`src/rtl/ipf_lcu_feeder.sv`:
```
// Streams a row-major frame to IPF in LCU raster order, one pixel per cycle,
// pairing each pixel with its LCU coordinates and SAO parameter word.
module ipf_lcu_feeder #(
  parameter int IMG_W = 128,
  parameter int IMG_H = 128,
  parameter int LCU   = 16,
  parameter int XW    = $clog2(IMG_W / LCU),
  parameter int AW    = $clog2(IMG_W * IMG_H),
  parameter int PW    = $clog2((IMG_W / LCU) * (IMG_H / LCU))
) (
  input  logic          clk,
  input  logic          reset,
  input  logic          start,
  input  logic          busy,
  output logic          img_rd,
  output logic [AW-1:0] img_addr,
  input  logic [7:0]    img_q,
  output logic          par_rd,
  output logic [PW-1:0] par_addr,
  input  logic [23:0]   par_q,
  output logic          in_en,
  output logic [7:0]    din,
  output logic [1:0]    ipf_type,
  output logic [4:0]    ipf_band_pos,
  output logic          ipf_wo_class,
  output logic [15:0]   ipf_offset,
  output logic [XW-1:0] lcu_x,
  output logic [XW-1:0] lcu_y,
  output logic [1:0]    lcu_size,
  output logic          active,
  output logic          done
);

  localparam int LW  = $clog2(LCU);
  localparam int NBX = IMG_W / LCU;
  localparam int NBY = IMG_H / LCU;
  localparam logic [LW-1:0] LMAX  = LW'(LCU - 1);
  localparam logic [XW-1:0] BXMAX = XW'(NBX - 1);
  localparam logic [XW-1:0] BYMAX = XW'(NBY - 1);
  localparam logic [1:0]    LSZ   = (LCU == 64) ? 2'd2 : ((LCU == 32) ? 2'd1 : 2'd0);

  typedef enum logic [1:0] {
    S_IDLE  = 2'd0,
    S_RUN   = 2'd1,
    S_DRAIN = 2'd2
  } state_e;

  state_e        state_q, state_d;
  logic [LW-1:0] x_q, x_d, y_q, y_d;
  logic [XW-1:0] bx_q, bx_d, by_q, by_d;
  logic          pend_q;
  logic [XW-1:0] pend_bx_q, pend_by_q;
  logic [7:0]    f_pix_q [2];
  logic [23:0]   f_par_q [2];
  logic [XW-1:0] f_bx_q  [2];
  logic [XW-1:0] f_by_q  [2];
  logic          rd_ptr_q, wr_ptr_q;
  logic [1:0]    cnt_q, cnt_d;
  logic          done_q, done_d;

  logic          in_en_s, pop_s, rd_s, wr_s, pop_st_s, last_pos_s, last_pix_s;
  logic [2:0]    occ_s;
  logic [7:0]    head_pix_s;
  logic [23:0]   head_par_s;
  logic [XW-1:0] head_bx_s, head_by_s;

  // A read issued last cycle (pend_q) is a FIFO entry whose data is still on
  // img_q/par_q; it is presented directly so the first pixel costs no bubble.
  always_comb begin
    in_en_s    = (cnt_q != 2'd0) || pend_q;
    pop_s      = in_en_s && !busy;
    occ_s      = 3'(cnt_q) + 3'(pend_q) - 3'(pop_s);
    rd_s       = (state_q == S_RUN) && (occ_s < 3'd2);
    wr_s       = pend_q && !(pop_s && (cnt_q == 2'd0));
    pop_st_s   = pop_s && (cnt_q != 2'd0);
    last_pix_s = (3'(cnt_q) + 3'(pend_q)) == 3'd1;
    last_pos_s = (x_q == LMAX) && (y_q == LMAX) && (bx_q == BXMAX) && (by_q == BYMAX);
    cnt_d      = cnt_q + 2'(wr_s) - 2'(pop_st_s);
    if (cnt_q != 2'd0) begin
      head_pix_s = f_pix_q[rd_ptr_q];
      head_par_s = f_par_q[rd_ptr_q];
      head_bx_s  = f_bx_q[rd_ptr_q];
      head_by_s  = f_by_q[rd_ptr_q];
    end else if (pend_q) begin
      head_pix_s = img_q;
      head_par_s = par_q;
      head_bx_s  = pend_bx_q;
      head_by_s  = pend_by_q;
    end else begin
      head_pix_s = 8'd0;
      head_par_s = 24'd0;
      head_bx_s  = '0;
      head_by_s  = '0;
    end
  end

  // Scan counters: x innermost, then y, then bx, then by.
  always_comb begin
    x_d  = x_q;
    y_d  = y_q;
    bx_d = bx_q;
    by_d = by_q;
    if (rd_s) begin
      if (x_q == LMAX) begin
        x_d = '0;
        if (y_q == LMAX) begin
          y_d = '0;
          if (bx_q == BXMAX) begin
            bx_d = '0;
            if (by_q == BYMAX) begin
              by_d = '0;
            end else begin
              by_d = by_q + XW'(1);
            end
          end else begin
            bx_d = bx_q + XW'(1);
          end
        end else begin
          y_d = y_q + LW'(1);
        end
      end else begin
        x_d = x_q + LW'(1);
      end
    end else begin
      x_d = x_q;
    end
  end

  // Frame sequencing and end-of-frame pulse.
  always_comb begin
    state_d = state_q;
    done_d  = 1'b0;
    case (state_q)
      S_IDLE: begin
        if (start) state_d = S_RUN;
        else       state_d = S_IDLE;
      end
      S_RUN: begin
        if (rd_s && last_pos_s) state_d = S_DRAIN;
        else                    state_d = S_RUN;
      end
      S_DRAIN: begin
        if (pop_s && last_pix_s) begin
          state_d = S_IDLE;
          done_d  = 1'b1;
        end else begin
          state_d = S_DRAIN;
        end
      end
      default: state_d = S_IDLE;
    endcase
  end

  // State, counters and FIFO storage.
  always_ff @(posedge clk) begin
    if (!reset) begin
      state_q    <= S_IDLE;
      x_q        <= '0;
      y_q        <= '0;
      bx_q       <= '0;
      by_q       <= '0;
      pend_q     <= 1'b0;
      pend_bx_q  <= '0;
      pend_by_q  <= '0;
      f_pix_q[0] <= 8'd0;
      f_pix_q[1] <= 8'd0;
      f_par_q[0] <= 24'd0;
      f_par_q[1] <= 24'd0;
      f_bx_q[0]  <= '0;
      f_bx_q[1]  <= '0;
      f_by_q[0]  <= '0;
      f_by_q[1]  <= '0;
      rd_ptr_q   <= 1'b0;
      wr_ptr_q   <= 1'b0;
      cnt_q      <= 2'd0;
      done_q     <= 1'b0;
    end else begin
      state_q <= state_d;
      x_q     <= x_d;
      y_q     <= y_d;
      bx_q    <= bx_d;
      by_q    <= by_d;
      pend_q  <= rd_s;
      if (rd_s) begin
        pend_bx_q <= bx_q;
        pend_by_q <= by_q;
      end
      if (wr_s) begin
        f_pix_q[wr_ptr_q] <= img_q;
        f_par_q[wr_ptr_q] <= par_q;
        f_bx_q[wr_ptr_q]  <= pend_bx_q;
        f_by_q[wr_ptr_q]  <= pend_by_q;
        wr_ptr_q          <= ~wr_ptr_q;
      end
      if (pop_st_s) begin
        rd_ptr_q <= ~rd_ptr_q;
      end
      cnt_q  <= cnt_d;
      done_q <= done_d;
    end
  end

  assign img_rd       = rd_s;
  assign par_rd       = rd_s;
  assign img_addr     = AW'(by_q) * AW'(LCU * IMG_W) + AW'(y_q) * AW'(IMG_W)
                      + AW'(bx_q) * AW'(LCU) + AW'(x_q);
  assign par_addr     = PW'(by_q) * PW'(NBX) + PW'(bx_q);
  assign in_en        = in_en_s;
  assign din          = head_pix_s;
  assign ipf_type     = head_par_s[23:22];
  assign ipf_band_pos = head_par_s[21:17];
  assign ipf_wo_class = head_par_s[16];
  assign ipf_offset   = head_par_s[15:0];
  assign lcu_x        = head_bx_s;
  assign lcu_y        = head_by_s;
  assign lcu_size     = LSZ;
  assign active       = (state_q != S_IDLE);
  assign done         = done_q;

endmodule

```
`config.mk`:
```
export PLATFORM = sky130hd
export DESIGN_NAME = ipf_lcu_feeder
export DESIGN_NICKNAME = d
export VERILOG_FILES = /design/src/rtl/ipf_lcu_feeder.sv
export SDC_FILE = /design/constraint.sdc
export NUM_CORES = 1
export LEC_CHECK = 0
export CORE_AREA = 2 2 104 106
export DETAILED_ROUTE_END_ITERATION = 6
export DIE_AREA = 0 0 106 108
export GPL_TIMING_DRIVEN = 0
export HOLD_SLACK_MARGIN = 0.15
export PLACE_DENSITY = 0.91
export SLEW_MARGIN = 20
export SYNTH_ARGS = -nofsm -noshare
export SYNTH_HDL_FRONTEND = slang
export SYNTH_SLANG_ARGS = --single-unit
export TNS_END_PERCENT = 1
```
`constraint.sdc`:
```
create_clock -name clk -period 5.2 [get_ports clk]
set_input_delay 1.04 -clock clk [delete_from_list [all_inputs] [get_ports clk]]
set_output_delay 1.04 -clock clk [all_outputs]
set_load 0.005 [all_outputs]
```
==> results of run 1 <==
cells in the mapped netlist (2+ instances only):
library cell	number
a21oi_1	5
a21oi_2	7
and2_1	77
buf_1	2
buf_2	13
buf_4	9
clkbuf_1	15
dfxtp_1	29
edfxtp_1	76
ha_1	11
inv_1	3
mux2i_1	48
nand2_1	18
nand2b_1	2
nand3_1	50
nand3b_1	3
nand4_1	2
nand4b_1	2
nor2_1	7
nor3_1	3
nor4_4	2
o211ai_1	2
o21ai_0	41
o21ai_2	7
or3_1	5
or4_1	2
xnor2_1	2
xor2_1	2
stage by stage:
stage | worst slack, ns | util | power, mW | instances | hold slack, ns
after floorplan | 0.730 | - | 1.54 | 462 | 0.463
after global placement | -1.19 | 0.627 | 1.98 | 696 | 0.478
after detailed placement | 0.756 | 0.639 | 2.03 | 700 | 0.489
after CTS | 0.752 | 0.658 | 2.50 | 716 | 0.503
after global routing | 0.647 | 0.658 | 2.61 | 716 | 0.530
final | 0.763 | 0.658 | 2.49 | 716 | 0.501
cell type report:
| type | count | share of cell area |
|---|---|---|
| Buffer | 40 | 0.0309 |
| Clock buffer | 9 | 0.0184 |
| Clock inverter | 7 | 0.00911 |
| Inverter | 4 | 0.00223 |
| Multi-Input combinational cell | 313 | 0.326 |
| Sequential cell | 105 | 0.426 |
| Tap cell | 136 | 0.0253 |
| Timing Repair Buffer | 102 | 0.162 |
power breakdown:
group,total [mW],switching (mW),internal (mW)
sequential,1.02,0.0428,0.973
clock,0.481,0.297,0.184
combinational,0.996,0.535,0.461
total,2.49,0.875,1.62
worst max-delay path, cell delays in order:
cell and delay, ns:
clkdlybuf4s50_1 0.54, nor3b_1 0.24, ha_1 0.31, xor2_4 0.37, buf_6 0.23, nor2_1 0.09, buf_4 0.14, clkdlybuf4s50_1 0.43
flip-flops by register name, indices dropped and copies added, names as in the netlist, 4 cells and up, named ones only:
register  count
f_par_q      48
f_pix_q      16
f_bx_q        6
f_by_q        6
x_q           4
y_q           4
routing by layer:
| layer | up-vias | GRT usage | routed length [um] |
|---|---|---|---|
| li1 | 1879 | - | - |
| met1 | 1924 | 0.280 | 5270 |
| met2 | 141 | 0.393 | 6150 |
| met3 | 19 | 0.0289 | 651 |
| met4 | 0 | 0.0611 | 190 |
| met5 | - | 0 | 0 |
kinds of logic after synthesis:
group           after synthesis  synth area share
other cells                   1          0.000714
simple gates                180             0.203
compound gates               67            0.0798
flops                       105             0.545
xor+xnor                      5            0.0119
mux                          48            0.0914
buf+inv                      44            0.0424
fa+ha+maj                    11            0.0262
path summary, 6_finish.rpt:
| check | slack (ns) | end | from |
|---|---|---|---|
| worst max-delay path | 0.76 | par_rd | busy |
| worst min register to register | 0.50 | pend_bx_q[0] | pend_bx_q[0] |
| worst max register to register | 2.81 | by_q[1] | pend_q |
| worst min-delay path | 0.50 | pend_bx_q[0] | pend_bx_q[0] |
==> impl_metrics.toml, run 1 <==
[clock_tree]
clock-sinks = 105
cts_buffers = 9
cts_max_level = 3
cts_resized = 0
clockRootBuffer = "clkbuf_8"
clk_pin_slew_worst_paths_ns = 0.10
cts_tree = "done"
clock_latency_ns = 0.37
clockBufferDepth = 2
postCtsSetupBuffers = 0
ctsHoldBuffers = 0

[timing]
fmax_ghz = 0.225
slew_headroom = 0.503
rsz0062_at_grt = "no"
setup_viol = 0
tns_ns = 0
fin_crit_ns = 4.44
tightest_slew_ns = 0.746
fin_worst_skew_ns = 0.0157
slew_viol_final = 0
finalHoldViolations = 0
post-route-period-util = 0.853

[floorplan]
die_w_um = 106
core_area_um2 = 10200
dieArea_um2 = 11400
die_y_um = 108
io_pins = 101
initial_core_util = 0.514
fp-row-count = 37

[placement]
gp_congestion = 0.838
io_buffer_count = 98
dpl_cell_area_um2 = 6540
hpwlAfterDp_mm = 8.82

[routing]
drt_pre_antenna_iters = 5
routed_wl_mm = 12.3
num_vias = 3963
via_per_inst = 5.53
wl_per_cell_um = 17.1
ant_nets = 0
drc_errors = 0
drtIter0Drc = 273

[layout]
fillers = 770
drive_gt1_frac = 0.112
final_common_cell = "clkdlybuf4s50_1"
antennaDiodeCount = 0
finalNetCount = 622
mostFrequentLayoutCells = "98 x clkdlybuf4s50_1, 77 x and2_1, 76 x edfxtp_1, 50 x nand3_1, 48 x mux2i_1"
register_area_um2 = 2860
fin_area_um2 = 6730
area_growth_syn_to_layout_pct = 28.0
multi_input_area_um2 = 2200

[global_routing]
gr-total-overflow = 0
grt_use_total = 0.219
grt_max_degree = 20
antenna_found_initial = 0
grt_pass1_vias = 4084
grt_pass1_wl_mm = 20.1

[run_status]
run_status = "completed"

[synthesis]
synth_top_area_frac = 0.434
ys_seq_elements = 105
synth_area_um2 = 5260
synth_area_leaders = "edfxtp_1 43%, dfxtp_1 11%, and2_1 9.2%, mux2i_1 9.1%, nand3_1 4.8%"
yosysUniqueCellTypes = 44
synthArstFlopShare = 0
post_synth.cell_area_avg_um2 = 11.4
yosysSeqAreaShare = 0.545
synth_top_cell_by_area = "edfxtp_1"
synthFlopType = "edfxtp_1"
synth_edf_count = 76
yosysWarnings = 0
netlist_instances = 461

[worst_setup_path]
startpoint_type = "primary input"
path_class = "primary input to output pin"
rr_worst_depth = 6
critical_path.endpoint_type = "output pin"
crit_required_ns = 4.16
crit_fanout = 10
crit_arrival_ns = 3.40

[power]
pwr_density_cell_nw_per_um2 = 371
ir_drop_mv = 0.200
static-leakage-power_nw = 2.38

[min_path]
holdPathStages = 2
hold_class = "flop to flop"

[run]
cap_viol_max_count = 0
Power figures use the tool's default switching activity.
==> run 2: changes to the inputs <==
--- a/config.mk
+++ b/config.mk
@@ -10,6 +10,7 @@
 export DIE_AREA = 0 0 106 108
 export GPL_TIMING_DRIVEN = 0
 export HOLD_SLACK_MARGIN = 0.15
+export MAX_ROUTING_LAYER = met4
 export PLACE_DENSITY = 0.91
 export SLEW_MARGIN = 20
 export SYNTH_ARGS = -nofsm -noshare
==> impl_metrics.toml, run 2 (synthesized netlist as in run 1, its figures left out) <==
[routing]
drt_pre_antenna_iters = 5
drtIter0Drc = 267
ant_nets = 0
wl_per_cell_um = 17.0
via_per_inst = 5.55
routed_wl_mm = 12.2
num_vias = 3973
drc_errors = 0

[placement]
gp_congestion = 0.851
io_buffer_count = 98
dpl_cell_area_um2 = 6540
dp.cells = 700
hpwlAfterDp_mm = 8.82

[layout]
largest-register = "f_par_q"
largest_reg_flops = 48
area_growth_syn_to_layout_pct = 28.0
antennaDiodeCount = 0
fin_area_um2 = 6730
mostFrequentLayoutCells = "98 x clkdlybuf4s50_1, 77 x and2_1, 76 x edfxtp_1, 50 x nand3_1, 48 x mux2i_1"
final_util = 0.658
fillers = 770
finalNetCount = 622
reg.largest.list = "f_par_q x48, f_pix_q x16"
stdcell_count = 716
drive_gt1_frac = 0.112
final_common_cell = "clkdlybuf4s50_1"

[worst_setup_path]
startpoint_type = "primary input"
path_class = "primary input to output pin"
rrSetupSlack_ns = 2.83
reg2reg_to = "cnt_q[1]"
crit_arrival_ns = 3.39
crit_required_ns = 4.16
crit_fanout = 10
critical_path.endpoint_type = "output pin"
r2r_start = "cnt_q[1]"
rr_worst_depth = 9

[global_routing]
use_met1 = 0.279
grt_use_total = 0.225
grt_pass1_wl_mm = 20.1
antenna_found_initial = 0
grtUsageMet3 = 0.0265
top_usage_layer = "met2"
gr-total-overflow = 0
grt_max_degree = 20
grt_use_met2 = 0.395
grt_pass1_vias = 4090

[clock_tree]
cts_max_level = 3
cts_buffers = 9
clk_pin_slew_worst_paths_ns = 0.09
clock_latency_ns = 0.36
clock-sinks = 105
cts_resized = 0
postCtsSetupBuffers = 0
clockBufferDepth = 2
cts_tree = "done"
ctsHoldBuffers = 0
clockRootBuffer = "clkbuf_8"

[power]
power_switching_uw = 873
ir_drop_mv = 0.200
p_int_mw = 1.62
seqPwrFrac = 0.408
pwr-share-comb = 0.400
pwr-share-clk = 0.193
pwr_density_cell_nw_per_um2 = 370
static-leakage-power_nw = 2.38
sw_frac_of_total = 0.351

[timing]
setup_viol = 0
fmax_ghz = 0.226
slew_viol_final = 0
fin_crit_ns = 4.43
tightest_slew_ns = 0.750
slew_headroom = 0.500
fin_worst_skew_ns = 0.0140
finalHoldViolations = 0
rsz0062_at_grt = "no"
tns_ns = 0
holdWs_ns = 0.503
post-route-period-util = 0.852

[floorplan]
dieArea_um2 = 11400
initial_core_util = 0.514
die_w_um = 106
fp-row-count = 37
io_pins = 101
core_area_um2 = 10200
die_y_um = 108

[run]
cap_viol_max_count = 0

[min_path]
hp-start = "pend_by_q[2]"
hold_class = "flop to flop"
holdPathStages = 2
holdPathEnd = "pend_by_q[2]"

[run_status]
run_status = "completed"
run 2: cell counts in the layout (fill, tap and decap cells not counted):
No cell type changed its count.
run 2: critical path: stages:
cell,delay [ns]
clkdlybuf4s50_1,0.54
nor3b_1,0.24
ha_1,0.31
xor2_4,0.37
buf_6,0.23
nor2_1,0.09
buf_4,0.14
clkdlybuf4s50_1,0.43
run 2: how the worst max path moves through the flow:
| stage | from | to | slack, ns | cells past startpoint |
|---|---|---|---|---|
| 2_1_floorplan | reset | f_bx_q[1][0] | 0.73 | 3 |
| 3_3_place_gp | reset | f_par_q[1][15] | -1.19 | 4 |
| 3_5_place_dp | busy | par_rd | 0.76 | 8 |
| 4_1_cts | busy | par_rd | 0.75 | 8 |
| 5_1_grt | busy | par_rd | 0.65 | 8 |
| 6_report | busy | par_rd | 0.77 | 8 |
run 2: power by group through the flow:
stage          Clock [mW]  Combinational [mW]  Sequential [mW]
3_5_place_dp            0               0.995             1.03
2_1_floorplan           0               0.512             1.03
5_1_grt             0.504                1.08             1.02
3_3_place_gp            0               0.941             1.04
4_1_cts             0.482                1.00             1.01
6_report            0.480               0.996             1.02
run 2: layout make-up:
class | count | area [um2] | share of cell area
clock buffers | 9 | 124 | 0.0184
repair buffers | 102 | 1090 | 0.162
well taps | 136 | 170 | 0.0253
flip-flops and latches | 105 | 2860 | 0.426
clock inverters | 7 | 61.3 | 0.00911
plain buffers | 40 | 208 | 0.0309
inverters | 4 | 15.0 | 0.00223
multi-input cells | 313 | 2200 | 0.326
run 2: per-layer routing:
metal | share of wire | vias to the layer above
met4 | 0.014 | 0
met1 | 0.43 | 1940
met2 | 0.50 | 142
met3 | 0.054 | 15
met5 | 0 | -
li1 | - | 1876
run 2: stage by stage:
| stage | total power, mW | setup WS, ns |
|---|---|---|
| 3_5_place_dp | 2.03 | 0.756 |
| 4_1_cts | 2.50 | 0.752 |
| 2_1_floorplan | 1.54 | 0.730 |
| 6_report | 2.49 | 0.768 |
| 5_1_grt | 2.61 | 0.647 |
| 3_3_place_gp | 1.98 | -1.19 |
